==> src/rtl/bcd_pkg.sv <==
// Shared types and constants for the 16-bit binary to 5-digit BCD converter.
package bcd_pkg;

   localparam int unsigned WIDTH_DEF  = 16;
   localparam int unsigned DIGITS_DEF = 5;
   localparam int unsigned DIGIT_W    = 4;
   localparam int unsigned ADJ_THRESH = 5;
   localparam int unsigned ADJ_VALUE  = 3;

   typedef enum logic [1:0] {
      IDLE  = 2'd0,
      SHIFT = 2'd1,
      DONE  = 2'd2
   } state_e;

endpackage : bcd_pkg

==> src/rtl/bin16_to_bcd_if.sv <==
// Result handshake between the upstream scaler and the BCD converter.
interface bin16_to_bcd_if #(
   parameter int unsigned WIDTH  = bcd_pkg::WIDTH_DEF,
   parameter int unsigned DIGITS = bcd_pkg::DIGITS_DEF
);

   logic                  valid_i;
   logic [WIDTH-1:0]      data_i;
   logic                  ready_o;
   logic [4*DIGITS-1:0]   bcd_o;
   logic                  done_o;

   modport master (
      output valid_i,
      output data_i,
      input  ready_o,
      input  bcd_o,
      input  done_o
   );

   modport slave (
      input  valid_i,
      input  data_i,
      output ready_o,
      output bcd_o,
      output done_o
   );

endinterface : bin16_to_bcd_if

==> src/rtl/bcd_digit_adj.sv <==
// Double-dabble digit correction: add 3 to a BCD digit that is 5 or more.
module bcd_digit_adj
   import bcd_pkg::*;
(
   input  logic [DIGIT_W-1:0] i_digit,
   output logic [DIGIT_W-1:0] o_digit_c
);

   // 4-bit add; a digit of at most 9 never carries out of its nibble
   always_comb begin
      o_digit_c = i_digit;
      if (i_digit >= DIGIT_W'(ADJ_THRESH)) begin
         o_digit_c = i_digit + DIGIT_W'(ADJ_VALUE);
      end
   end

endmodule : bcd_digit_adj

==> src/rtl/bin16_to_bcd.sv <==
// Sequential binary-to-BCD converter: one double-dabble iteration per clock,
// started by a rising edge of valid_i, with a one-deep pending start.
module bin16_to_bcd
   import bcd_pkg::*;
#(
   parameter int unsigned WIDTH  = WIDTH_DEF,
   parameter int unsigned DIGITS = DIGITS_DEF
) (
   input  logic          clk_i,
   input  logic          rst_ni,
   bin16_to_bcd_if.slave bus
);

   localparam int unsigned      CNT_W    = (WIDTH > 1) ? $clog2(WIDTH) : 1;
   localparam int unsigned      BCD_W    = DIGIT_W * DIGITS;
   localparam logic [CNT_W-1:0] CNT_LAST = CNT_W'(WIDTH - 1);

   state_e             r_state;
   logic               r_valid_q;
   logic               r_pend_q;
   logic [WIDTH-1:0]   r_shift;
   logic [BCD_W-1:0]   r_work;
   logic [CNT_W-1:0]   r_cnt;
   logic [BCD_W-1:0]   r_bcd;
   logic               r_done;

   state_e             w_state_nxt;
   logic               w_pend_nxt;
   logic [WIDTH-1:0]   w_shift_nxt;
   logic [BCD_W-1:0]   w_work_nxt;
   logic [CNT_W-1:0]   w_cnt_nxt;
   logic [BCD_W-1:0]   w_bcd_nxt;
   logic               w_done_nxt;

   logic [BCD_W-1:0]   w_adj;
   logic               w_rise;
   logic               w_unused_msb;

   // Per-digit add-3 correction on the working BCD register
   for (genvar g = 0; g < DIGITS; g++) begin : g_adj
      bcd_digit_adj u_adj (
         .i_digit   (r_work[DIGIT_W*g +: DIGIT_W]),
         .o_digit_c (w_adj[DIGIT_W*g +: DIGIT_W])
      );
   end

   // The top bit shifts out of the working register and is discarded
   assign w_unused_msb = w_adj[BCD_W-1];

   assign w_rise = bus.valid_i & ~r_valid_q;

   // Next-state and datapath decode
   always_comb begin
      w_state_nxt = r_state;
      w_pend_nxt  = r_pend_q;
      w_shift_nxt = r_shift;
      w_work_nxt  = r_work;
      w_cnt_nxt   = r_cnt;
      w_bcd_nxt   = r_bcd;
      w_done_nxt  = 1'b0;

      case (r_state)
         IDLE: begin
            if (w_rise || r_pend_q) begin
               w_shift_nxt = bus.data_i;
               w_work_nxt  = '0;
               w_cnt_nxt   = '0;
               w_pend_nxt  = 1'b0;
               w_state_nxt = SHIFT;
            end
         end

         SHIFT: begin
            if (w_rise) begin
               w_pend_nxt = 1'b1;
            end
            {w_work_nxt, w_shift_nxt} = {w_adj[BCD_W-2:0], r_shift, 1'b0};
            if (r_cnt == CNT_LAST) begin
               w_state_nxt = DONE;
            end else begin
               w_cnt_nxt = r_cnt + CNT_W'(1);
            end
         end

         DONE: begin
            if (w_rise) begin
               w_pend_nxt = 1'b1;
            end
            w_bcd_nxt   = r_work;
            w_done_nxt  = 1'b1;
            w_state_nxt = IDLE;
         end

         default: begin
            w_state_nxt = IDLE;
         end
      endcase
   end

   // State, edge detector and datapath registers
   always_ff @(posedge clk_i or negedge rst_ni) begin
      if (!rst_ni) begin
         r_state   <= IDLE;
         r_valid_q <= 1'b0;
         r_pend_q  <= 1'b0;
         r_shift   <= '0;
         r_work    <= '0;
         r_cnt     <= '0;
         r_bcd     <= '0;
         r_done    <= 1'b0;
      end else begin
         r_state   <= w_state_nxt;
         r_valid_q <= bus.valid_i;
         r_pend_q  <= w_pend_nxt;
         r_shift   <= w_shift_nxt;
         r_work    <= w_work_nxt;
         r_cnt     <= w_cnt_nxt;
         r_bcd     <= w_bcd_nxt;
         r_done    <= w_done_nxt;
      end
   end

   assign bus.ready_o = (r_state == IDLE);
   assign bus.bcd_o   = r_bcd;
   assign bus.done_o  = r_done;

endmodule : bin16_to_bcd

==> src/flat_wrapper.sv <==
// flat-port wrapper written by rule: the top's interface ports become plain ports
module bin16_to_bcd_flat import bcd_pkg::*;
#(
   parameter int unsigned WIDTH  = WIDTH_DEF,
   parameter int unsigned DIGITS = DIGITS_DEF
)
  (clk_i, rst_ni, bus_valid_i, bus_data_i, bus_ready_o, bus_bcd_o, bus_done_o);
  bin16_to_bcd_if #(.WIDTH(WIDTH), .DIGITS(DIGITS)) bus_i ();
  input  logic clk_i;
  input  logic rst_ni;
  input wire logic [$bits(bus_i.valid_i)-1:0] bus_valid_i;
  input wire logic [$bits(bus_i.data_i)-1:0] bus_data_i;
  output wire logic [$bits(bus_i.ready_o)-1:0] bus_ready_o;
  output wire logic [$bits(bus_i.bcd_o)-1:0] bus_bcd_o;
  output wire logic [$bits(bus_i.done_o)-1:0] bus_done_o;
  assign bus_i.valid_i = bus_valid_i;
  assign bus_i.data_i = bus_data_i;
  assign bus_ready_o = bus_i.ready_o;
  assign bus_bcd_o = bus_i.bcd_o;
  assign bus_done_o = bus_i.done_o;
  bin16_to_bcd #(.WIDTH(WIDTH), .DIGITS(DIGITS)) u_core (.clk_i(clk_i), .rst_ni(rst_ni), .bus(bus_i));
endmodule
==> config.mk <==
export PLATFORM = sky130hd
export DESIGN_NAME = bin16_to_bcd_flat
export DESIGN_NICKNAME = d
export VERILOG_FILES = /design/src/rtl/bcd_pkg.sv /design/src/rtl/bin16_to_bcd_if.sv /design/src/rtl/bcd_digit_adj.sv /design/src/rtl/bin16_to_bcd.sv /design/src/flat_wrapper.sv
export SDC_FILE = /design/constraint.sdc
export NUM_CORES = 1
export LEC_CHECK = 0
export ABC_AREA = 0
export CAP_MARGIN = 20
export CORE_MARGIN = 2
export CORE_UTILIZATION = 30
export DETAILED_ROUTE_END_ITERATION = 12
export HOLD_SLACK_MARGIN = 0.06
export PLACE_DENSITY_LB_ADDON = 0.08
export SETUP_SLACK_MARGIN = 0.4
export SLEW_MARGIN = 20
export SYNTH_ARGS = -nofsm -noshare
export SYNTH_HDL_FRONTEND = slang
export SYNTH_SLANG_ARGS = --single-unit
==> constraint.sdc <==
create_clock -name clk_i -period 1.51 [get_ports clk_i]
set_clock_uncertainty 0.15 [all_clocks]
set_input_delay 0.3775 -clock clk_i [delete_from_list [all_inputs] [get_ports clk_i]]
set_output_delay 0.3775 -clock clk_i [all_outputs]
set_load 0.005 [all_outputs]
==> results of run 1 <==
cell type report:
cell class | instances | area [µm²] | area share
repair buffers | 116 | 1209 | 0.2520
inverters | 14 | 52.55 | 0.01096
clock buffers | 12 | 145.1 | 0.03026
clock inverters | 1 | 5.005 | 0.001044
multi-input cells | 174 | 1588 | 0.3311
flip-flops and latches | 65 | 1627 | 0.3392
well taps | 136 | 170.2 | 0.03548
repair_timing:
item,CTS,global route
resized for setup,135,30
endpoints found under the hold margin,65,0
setup buffers,19,3
cloned,7,0
pin swaps,19,9
hold buffers,1,0
setup endpoints to repair,86,86
sequential cells by signal, indices dropped and copies added (netlist names):
name               flops
u_core.bus.bcd_o      20
u_core.r_pend_q        1
u_core.r_shift        16
u_core.r_state         2
u_core.r_valid_q       1
u_core.r_work         20
u_core.r_cnt           4
u_core.bus.done_o      1
worst max-delay path by stage:
stage / to / cells past startpoint
final: u_core.r_work[1]$_DFFE_PN0P_ / 9
after global routing: u_core.r_work[19]$_DFFE_PN0P_ / 8
after CTS: u_core.r_work[11]$_DFFE_PN0P_ / 8
after detailed placement: u_core.r_shift[8]$_DFFE_PN0P_ / 6
after global placement: u_core.r_shift[6]$_DFFE_PN0P_ / 7
after floorplan: u_core.r_work[7]$_DFFE_PN0P_ / 7
per-stage QoR:
stage                     power, mW  hold WS (ns)
after detailed placement      6.554        0.2836
after global routing          10.38        0.1748
after global placement        6.528        0.2841
after CTS                     9.377        0.1520
after floorplan               5.136      -0.06809
final                         9.665        0.1709
metal layers:
metal	global-route usage	part of all wire	up-vias
li1	-	-	1181
met1	0.1793	0.44	1206
met2	0.2332	0.51	38
met3	0.03066	0.036	10
met4	0.05639	0.016	0
met5	0	0	-
worst reg2reg max path: stages (launching register included):
cell and delay [ns]:
dfrtp_1 0.37, inv_2 0.06, ha_4 0.16, buf_6 0.12, and2b_4 0.18, a21oi_4 0.19, buf_12 0.14, buf_16 0.12
buf_6 0.10, o22ai_2 0.06
cells by family (layout without fill, tap and decap cells):
group / Yosys count / count (layout)
flip-flops: 65 / 65
adder cells (fa/ha/maj): 14 / 14
XOR/XNOR: 5 / 5
AND/OR/NAND/NOR: 42 / 42
multiplexers: 40 / 40
AO/OA/AOI/OAI: 73 / 73
buffers and inverters: 27 / 143
power by group through the flow:
stage	Clock [mW]	Sequential, mW	Combinational, mW
2_1_floorplan	0	2.54	2.60
3_3_place_gp	0	2.64	3.88
3_5_place_dp	0	2.64	3.92
4_1_cts	1.30	2.62	5.46
5_1_grt	1.40	2.71	6.28
6_report	1.24	2.64	5.78
cell usage in the layout, fill, tap and decap left out, types with 7 or more instances in the layout:
master	n
dfrtp_1	65
buf_4	42
buf_2	22
mux2i_1	20
mux2_2	20
clkdlybuf4s50_1	16
o21ai_2	13
buf_6	13
inv_1	11
nand2_2	11
nand2_1	10
ha_1	10
clkbuf_8	10
buf_12	10
o21ai_1	8
o21ai_0	7
a21oi_2	7
==> metrics.md, run 1 <==
| Metric | Value |
|---|---|
| Final hold violations | `0` |
| Top cell type's share of synthesized area | `0.5213` |
| Critical path type | `register to register` |
| WP buf/inv | `5` |
| Final Max Tran Viols | `0` |
| Worst Tran Pin Value | `0.3666 ns` |
| Comb pwr share | `0.598` |
| H-tree depth | `3` |
| Max transition margin | `0.7556` |
| Util after Layout | `0.4688` |
| Most common library cells after synthesis | `dfrtp_1 (65), nand2_1 (21), mux2_2 (20), mux2i_1 (20)` |
| Number of synthesized flops with an enable pin | `0` |
| Hold_sp | `bus_valid_i` |
| Initial Util | `0.3050` |
| Core Box Area | `10230 µm²` |
| Mapped Nets | `299` |
| Seq pwr share | `0.273` |
| Internal | `6.202 mW` |
| Final GP Congestion | `0.7521` |
| Max-cap violation count | `0` |
| Count leader, synth | `dfrtp_1` |
| Outcome | `complete, but fails checks` |
| Warnings, synthesis | `0` |
| Crit start category | `register` |
| # setup viols final | `61` |
| Clk sinks | `65` |
| Reg-to-Reg End | `u_core.r_work[1]$_DFFE_PN0P_` |
| Fin area | `4796 µm²` |
| Clock root buffer | `clkbuf_8` |
| Die Ht | `106.0 µm` |
| Synth-to-layout area growth | `53.69%` |
| Crit-path leading delay family | `buffers and inverters` |
| # nets final | `413` |
| Pwr Density | `2015 nW/µm²` |
| Largest cells by area after synthesis | `dfrtp_1 (52%), mux2_2 (7.2%), mux2i_1 (6.4%)` |
| Failing checks | `negative setup slack` |
| Die Wd | `106.0 µm` |
| Average cell area after synthesis | `11.73 µm²` |
| Final min period | `1.759 ns` |
| Post-DP HPWL | `4275 µm` |
| Main synth FF type | `dfrtp_1` |
| Pre-CTS setup slack | `-0.4214 ns` |
| Xor and xnor fraction of the mapped netlist area | `0.01403` |
| Die footprint | `11230 µm²` |
| Crit path from | `u_core.r_state[0]$_DFFE_PN0P_` |
| Net Switching | `3.463 mW` |
| Area leader, netlist | `dfrtp_1` |
| Critical Path RT | `1.57 ns` |
| Clk buf depth | `2` |
| Layout cells sized above 1 | `0.4869` |
| Drt total wl | `7317 µm` |
| Cell Area, Placed | `4064 µm²` |
| Fin cells | `518` |
| Drt first pass iters | `4` |
| Clock transition at path regs | `0.07 ns` |
| CTS tree | `yes` |
| Largest net degree at the start of global routing | `66` |
| Synthesized flop and latch total | `65` |
| IO buf count | `40` |
| Worst-path fanout max | `7` |
| Tightest Hold Check Type | `primary input to register` |
| F_max | `568.5 MHz` |
| Worst path most repeated cell | `buf_6` |
| Post-synth cell types | `32` |
| FFs w/ async S/R, synth | `1.000` |
| Clock latency on the worst-skew pair | `0.33 ns` |
| Simple-Gate Fraction of Synth Area | `0.06816` |
| R2R setup slack | `-0.25 ns` |
| IO Pins | `41` |
| Mapped Area | `3120 µm²` |
| Post-Synth Adder-Cell Area | `0.05613` |
| Fill count | `979` |
| CP peak stage delay | `0.37 ns` |
| Crit share post-route | `1.165` |
| Switching share of total power | `0.3583` |
| TritonCTS Buffers | `9` |
| Vias/cell | `4.701` |
| Reg2reg start | `u_core.r_state[0]$_DFFE_PN0P_` |
| Synth Area in Compound Gates | `0.1540` |
| TNS Setup | `-9.076 ns` |
| Synth Instances | `266` |
| Clock share of power | `0.128` |
| Leak | `2.289 nW` |
| GR Util All Layers | `0.1409` |
| Crit path capture type | `register` |
| Wirelength per Cell | `14.13 µm` |
| Initial antenna violation count | `0` |
| Placed instance count | `475` |
| Ant diodes | `0` |
| Critical path arrival | `1.82 ns` |
| Slowest cell on the critical path | `dfrtp_1` |
| Hold EP | `u_core.r_valid_q$_DFF_PN0_` |
| Vias in the first global route | `2467` |
| Total number of vias | `2435` |
| Final worst slack | `-0.2491 ns` |
| R2R depth | `9` |
| Multiplexer area fraction after synthesis | `0.1363` |
| Initial DRC Count | `27` |
| Crit-path cells | `inv_2 > ha_4 > buf_6 > and2b_4 > a21oi_4 > buf_12 > buf_16 > buf_6 > o22ai_2` |
| GRT overflow | `0` |
| RSZ-0062 raised after global routing | `yes` |
| Rows | `37` |
| First-pass GRT wire length | `12300 µm` |
| Largest family of logic cells by synthesized area | `compound AO/OA/AOI/OAI gates` |
| Post-synthesis sequential area ratio | `0.5213` |
| Maximum vdd drop | `828.1 µV` |
| Post-route ant nets | `0` |
| DRC | `0` |
| Hold Crit Depth | `1` |
No activity file was read; power rests on OpenSTA's default activity.
==> inputs of run 2 (changes only) <==
- ABC_AREA: 0 -> unset
- CORE_MARGIN: 2 -> unset
- clock period: 1.51 -> 1.5 ns (I/O delays scaled with it)
==> metrics.md, run 2 (same netlist as run 1, synthesis figures left out) <==
| Metric | Value |
|---|---|
| Outcome | `complete, but fails checks` |
| Failing checks | `negative setup slack` |
| Util after Layout | `0.4846 (+0.01584)` |
| TritonCTS Buffers | `9 (unchanged)` |
| Tightest Hold Check Type | `primary input to register` |
| Most frequent cells in the layout | `dfrtp_1 (65), buf_4 (42), buf_2 (22)` |
| Comb pwr share | `0.563 (-0.035)` |
| Vias/cell | `4.673 (-0.59%)` |
| Drt first pass iters | `4 (unchanged)` |
| IO Pins | `41 (unchanged)` |
| Die Ht | `104.0 µm (-1.9%)` |
| Worst Tran Pin Value | `0.3742 ns (+0.007550 ns)` |
| Wirelength per Cell | `14.20 µm (+0.56%)` |
| Largest net degree at the start of global routing | `66 (unchanged)` |
| H-tree depth | `3 (unchanged)` |
| Final worst slack | `-0.2449 ns (+0.004218 ns)` |
| Final Power | `9.646 mW (-0.20%)` |
| Crit path to | `u_core.r_work[19]$_DFFE_PN0P_` |
| First-pass GRT wire length | `11850 µm (-3.6%)` |
| Fill count | `934 (-4.6%)` |
| Final min period | `1.745 ns (-0.01422 ns)` |
| Clock root buffer | `clkbuf_8` |
| Placed instance count | `474 (-0.21%)` |
| Crit start category | `register` |
| Fin cells | `514 (-0.77%)` |
| R2R setup slack | `-0.24 ns (about the same)` |
| F_max | `573.1 MHz (+0.81%)` |
| Ant diodes | `0 (unchanged)` |
| Critical path arrival | `1.81 ns (about the same)` |
| Hold Crit Depth | `1 (unchanged)` |
| Final GP Congestion | `0.7423 (-1.3%)` |
| Crit path capture type | `register` |
| Reg-to-Reg End | `u_core.r_work[19]$_DFFE_PN0P_` |
| Max-cap violation count | `0 (unchanged)` |
| Clock latency on the worst-skew pair | `0.33 ns (about the same)` |
| Pwr Density | `2009 nW/µm² (-0.33%)` |
| Synth-to-layout area growth | `53.89%` |
| Reg2reg start | `u_core.r_state[0]$_DFFE_PN0P_` |
| Clk buf depth | `2 (unchanged)` |
| Switching share of total power | `0.3649 (+0.006668)` |
| Initial Util | `0.3149 (+0.009897)` |
| GR Util All Layers | `0.1395 (-0.001336)` |
| Clk sinks | `65 (unchanged)` |
| R2R depth | `8 (-1)` |
| Critical path type | `register to register` |
| Seq pwr share | `0.282 (+0.009)` |
| # nets final | `410 (-0.73%)` |
| Drt total wl | `7301 µm (-0.22%)` |
| Core Box Area | `9910 µm² (-3.1%)` |
| Leak | `2.323 nW (+1.5%)` |
| Die Wd | `104.0 µm (-1.9%)` |
| GRT overflow | `0 (unchanged)` |
| Initial antenna violation count | `0 (unchanged)` |
| Clock share of power | `0.155 (+0.027)` |
| Layout cells sized above 1 | `0.5118 (+0.02490)` |
| Final hold violations | `0 (unchanged)` |
| Vias in the first global route | `2370 (-3.9%)` |
| Die footprint | `10810 µm² (-3.7%)` |
| IO buf count | `40 (unchanged)` |
| Crit share post-route | `1.163 (-0.001712)` |
| Crit path from | `u_core.r_state[0]$_DFFE_PN0P_` |
| DRC | `0 (unchanged)` |
| Rows | `36 (-2.7%)` |
| Final Max Tran Viols | `0 (unchanged)` |
| Post-route ant nets | `0 (unchanged)` |
| Worst-path fanout max | `5 (-2)` |
| Commonest non-fill, non-tap cell in the layout | `dfrtp_1` |
| Post-DP HPWL | `4371 µm (+2.2%)` |
| Critical Path RT | `1.57 ns (about the same)` |
| Total number of vias | `2402 (-1.4%)` |
| RSZ-0062 raised after global routing | `yes` |
| # setup viols final | `61 (unchanged)` |
| Maximum vdd drop | `822.3 µV (-0.70%)` |
| CTS tree | `yes` |
| Clock transition at path regs | `0.07 ns (about the same)` |
| Internal | `6.125 mW (-1.2%)` |
| Net Switching | `3.520 mW (+1.7%)` |
| Max transition margin | `0.7505 (-0.005033)` |
| Initial DRC Count | `68 (+150%)` |
[run 2: area by class of cell]
cell class / instances / area [µm²] / share of cell area
Multi-Input combinational cell: 174 / 1633 / 0.3400
Sequential cell: 65 / 1627 / 0.3387
Timing Repair Buffer: 113 / 1129 / 0.2350
Tap cell: 133 / 166.4 / 0.03465
Clock buffer: 12 / 155.1 / 0.03231
Inverter: 14 / 52.55 / 0.01094
Clock inverter: 3 / 40.04 / 0.008338
[run 2: metal layers]
metal | GRT usage | part of all wire | vias up
met5 | 0 | 0 | -
met4 | 0.05510 | 0.017 | 0
met3 | 0.03195 | 0.025 | 12
met2 | 0.2176 | 0.47 | 32
met1 | 0.1869 | 0.49 | 1179
li1 | - | - | 1179
[run 2: per-stage QoR]
| step | hold WS (ns) | setup TNS [ns] | area, µm² | setup WS (ns) |
|---|---|---|---|---|
| global placement | 0.2791 | -14.93 | 4063 | -0.3745 |
| detailed placement | 0.2797 | -16.16 | 4063 | -0.3987 |
| floorplan | -0.07059 | -0.7816 | 3211 | -0.04854 |
| global route | 0.1892 | -12.22 | 4802 | -0.3084 |
| finish | 0.1770 | -8.695 | 4802 | -0.2449 |
| CTS | 0.1622 | -7.147 | 4547 | -0.1875 |
[run 2: how the worst min path moves through the flow]
stage                            from                          endpoint  slack (ns)
after floorplan                rst_ni   u_core.bus.bcd_o[0]$_DFFE_PN0P_       -0.07
after global placement         rst_ni  u_core.bus.bcd_o[19]$_DFFE_PN0P_        0.28
after detailed placement       rst_ni  u_core.bus.bcd_o[16]$_DFFE_PN0P_        0.28
after CTS                 bus_valid_i        u_core.r_valid_q$_DFF_PN0_        0.16
after global routing      bus_valid_i        u_core.r_valid_q$_DFF_PN0_        0.19
final                     bus_valid_i        u_core.r_valid_q$_DFF_PN0_        0.18
[run 2: power groups by stage]
stage	Clock, mW	Sequential (mW)	Combinational, mW
detailed placement	0	2.66	3.87
finish	1.50	2.72	5.43
CTS	1.55	2.65	4.68
global route	1.63	2.79	5.91
global placement	0	2.66	3.83
floorplan	0	2.55	2.62
[run 2: worst max-delay path: stages (launching register included)]
cell,delay [ns]
dfrtp_1,0.37
inv_2,0.06
ha_4,0.15
buf_6,0.12
and2b_4,0.18
a21oi_4,0.15
buf_6,0.14
o31ai_1,0.06
a32o_2,0.24
[run 2: what timing repair did]
| item | in CTS | in global routing |
|---|---|---|
| buffers inserted | 12 | 6 |
| pin swaps | 19 | 25 |
| hold endpoints to repair | 65 | 0 |
| hold buffers | 1 | 0 |
| endpoints found under the setup margin | 86 | 86 |
| gates resized for setup | 131 | 44 |
| cloned | 4 | 2 |
==> inputs of run 3 (changes only) <==
- CAP_MARGIN: 20 -> 30
- CORE_UTILIZATION: 30 -> 49
==> metrics.md, run 3 (same netlist as run 1, synthesis figures left out) <==
| Metric | Value |
|---|---|
| Rows | `28 (-22%)` |
| Worst path most repeated cell | `buf_6` |
| M2 GR Usage | `0.4264 (+0.2088)` |
| H-tree depth | `3 (unchanged)` |
| Clock latency on the worst-skew pair | `0.37 ns (+0.04 ns)` |
| Drt first pass iters | `4 (unchanged)` |
| GR Util All Layers | `0.2608 (+0.1213)` |
| Pwr Density | `2106 nW/µm² (+4.8%)` |
| CTS tree | `yes` |
| Die Ht | `81.80 µm (-21%)` |
| Hold EP | `u_core.r_shift[11]$_DFFE_PN0P_` |
| Critical Path RT | `1.63 ns (+0.06 ns)` |
| IO Pins | `41 (unchanged)` |
| Vias/cell | `5.617 (+20%)` |
| Reg-to-Reg End | `u_core.r_shift[6]$_DFFE_PN0P_` |
| Initial antenna violation count | `0 (unchanged)` |
| R2R depth | `9 (+1)` |
| Final worst slack | `-0.3109 ns (-0.06593 ns)` |
| Total number of vias | `2623 (+9.2%)` |
| Drt total wl | `8811 µm (+21%)` |
| Critical path type | `register to register` |
| Die footprint | `6691 µm² (-38%)` |
| Cell Area, Placed | `3920 µm² (-3.5%)` |
| Slowest cell on the critical path | `dfrtp_1` |
| Vias in the first global route | `2539 (+7.1%)` |
| Clk sinks | `65 (unchanged)` |
| F_max | `552.2 MHz (-3.6%)` |
| Maximum vdd drop | `1460 µV (+78%)` |
| Die Wd | `81.80 µm (-21%)` |
| IO buf count | `40 (unchanged)` |
| Synth-to-layout area growth | `57.34%` |
| Tightest Hold Check Type | `register to register` |
| Pre-CTS setup slack | `-0.4081 ns (-0.009385 ns)` |
| Clock transition at path regs | `0.09 ns (+0.02 ns)` |
| Util after Layout | `0.8148 (+0.3302)` |
| Final Max Tran Viols | `0 (unchanged)` |
| Final min period | `1.811 ns (+0.06593 ns)` |
| Wirelength per Cell | `18.87 µm (+33%)` |
| Crit share post-route | `1.207 (+0.04396)` |
| TritonCTS Buffers | `9 (unchanged)` |
| Crit start category | `register` |
| Grt met1 use | `0.3305 (+0.1435)` |
| Worst-path fanout max | `5 (unchanged)` |
| Commonest non-fill, non-tap cell in the layout | `dfrtp_1` |
| Final hold violations | `0 (unchanged)` |
| RSZ-0062 raised after global routing | `yes` |
| Fin area | `4910 µm² (+2.2%)` |
| Failing checks | `negative setup slack` |
| TNS Setup | `-12.55 ns (-3.850 ns)` |
| R2R setup slack | `-0.31 ns (-0.07 ns)` |
| # nets final | `420 (+2.4%)` |
| Met3 Use GR | `0.06667 (+0.03471)` |
| GRT overflow | `0 (unchanged)` |
| Max-cap violation count | `0 (unchanged)` |
| Gr busiest metal | `met2` |
| Initial Util | `0.5179 (+0.2030)` |
| Hold Crit Depth | `2 (+1)` |
| Reg2reg start | `u_core.r_state[1]$_DFFE_PN0P_` |
| Outcome | `complete, but fails checks` |
| Max transition margin | `0.7594 (+0.008910)` |
| Worst Tran Pin Value | `0.3608 ns (-0.01336 ns)` |
| Critical path arrival | `1.94 ns (+0.13 ns)` |
| Core Box Area | `6026 µm² (-39%)` |
| Crit path capture type | `register` |
| Clk buf depth | `2 (unchanged)` |
| Clock root buffer | `clkbuf_8` |
| Most frequent cells in the layout | `dfrtp_1 (65), buf_4 (46), buf_2 (22)` |
| # setup viols final | `63 (+3.3%)` |
| DRC | `0 (unchanged)` |
| Hold_sp | `u_core.r_shift[11]$_DFFE_PN0P_` |
| Post-DP HPWL | `3951 µm (-9.6%)` |
| Ant diodes | `0 (unchanged)` |
| Initial DRC Count | `157 (+130%)` |
| Leak | `2.348 nW (+1.1%)` |
| Post-route ant nets | `0 (unchanged)` |
| Largest net degree at the start of global routing | `66 (unchanged)` |
| Crit-path cells | `inv_2 > buf_6 > ha_4 > buf_6 > o22ai_4 > buf_6 > buf_16 > nand2_1 > o21ai_1` |
| Final GP Congestion | `0.7509 (+1.2%)` |
| First-pass GRT wire length | `12410 µm (+4.7%)` |
| Layout cells sized above 1 | `0.5077 (-0.004158)` |
| CP peak stage delay | `0.36 ns (about the same)` |
## run 3: area by class of cell
class | count | area, µm²
clock buffer | 10 | 137.6
clock inverter | 6 | 90.09
fill | 310 | 1116
inverter | 14 | 52.55
multi-input combinational | 175 | 1668
sequential | 65 | 1627
tap | 75 | 93.84
timing repair buffer | 122 | 1241
## run 3: power by group
part / total (mW) / leakage [nW] / internal, mW / switching (mW)
sequential: 2.69 / 0.864 / 2.24 / 0.454
combinational: 5.91 / 1.37 / 3.17 / 2.74
clock: 1.74 / 0.113 / 0.986 / 0.751
## run 3: through the flow
| stage | std cells | total power, mW | hold WS [ns] |
|---|---|---|---|
| 2_1_floorplan | 266 | 5.170 | -0.07059 |
| 6_report | 467 | 10.34 | 0.3297 |
| 4_1_cts | 453 | 9.179 | 0.3236 |
| 5_1_grt | 467 | 10.84 | 0.3458 |
| 3_3_place_gp | 410 | 6.130 | 0.2701 |
| 3_5_place_dp | 410 | 6.252 | 0.2708 |
## run 3: worst max-delay path: cells and delay by family (launching register included)
kind                       cells  cell delay [ns]
and+or+nand+nor                1             0.07
adders and majority gates      1             0.17
DFF                            1             0.36
buffers and inverters          5             0.62
AOI/OAI and AO/OA              2             0.36
## run 3: how the worst max path moves through the flow
| stage | start | endpoint | depth (start not counted) |
|---|---|---|---|
| global route | u_core.r_state[1]$_DFFE_PN0P_ | u_core.r_cnt[0]$_DFFE_PN0P_ | 9 |
| CTS | u_core.r_state[1]$_DFFE_PN0P_ | u_core.r_work[19]$_DFFE_PN0P_ | 8 |
| floorplan | u_core.r_state[0]$_DFFE_PN0P_ | u_core.r_work[7]$_DFFE_PN0P_ | 7 |
| global placement | bus_valid_i | u_core.r_work[3]$_DFFE_PN0P_ | 5 |
| finish | u_core.r_state[1]$_DFFE_PN0P_ | u_core.r_shift[6]$_DFFE_PN0P_ | 9 |
| detailed placement | bus_valid_i | u_core.r_work[19]$_DFFE_PN0P_ | 5 |
## run 3: timing repair
item / in CTS / in global routing
hold buffers: 1 / 0
gates resized for setup: 147 / 30
pin swaps: 8 / 10
hold endpoints to repair: 65 / 0
endpoints found under the setup margin: 86 / 86
buffers inserted: 19 / 11
gates cloned: 7 / 3
## run 3: layer usage
metal	vias up	routed length (µm)
met5	-	0
met4	0	204
met3	21	371
met2	65	4447
met1	1336	3787
li1	1201	-
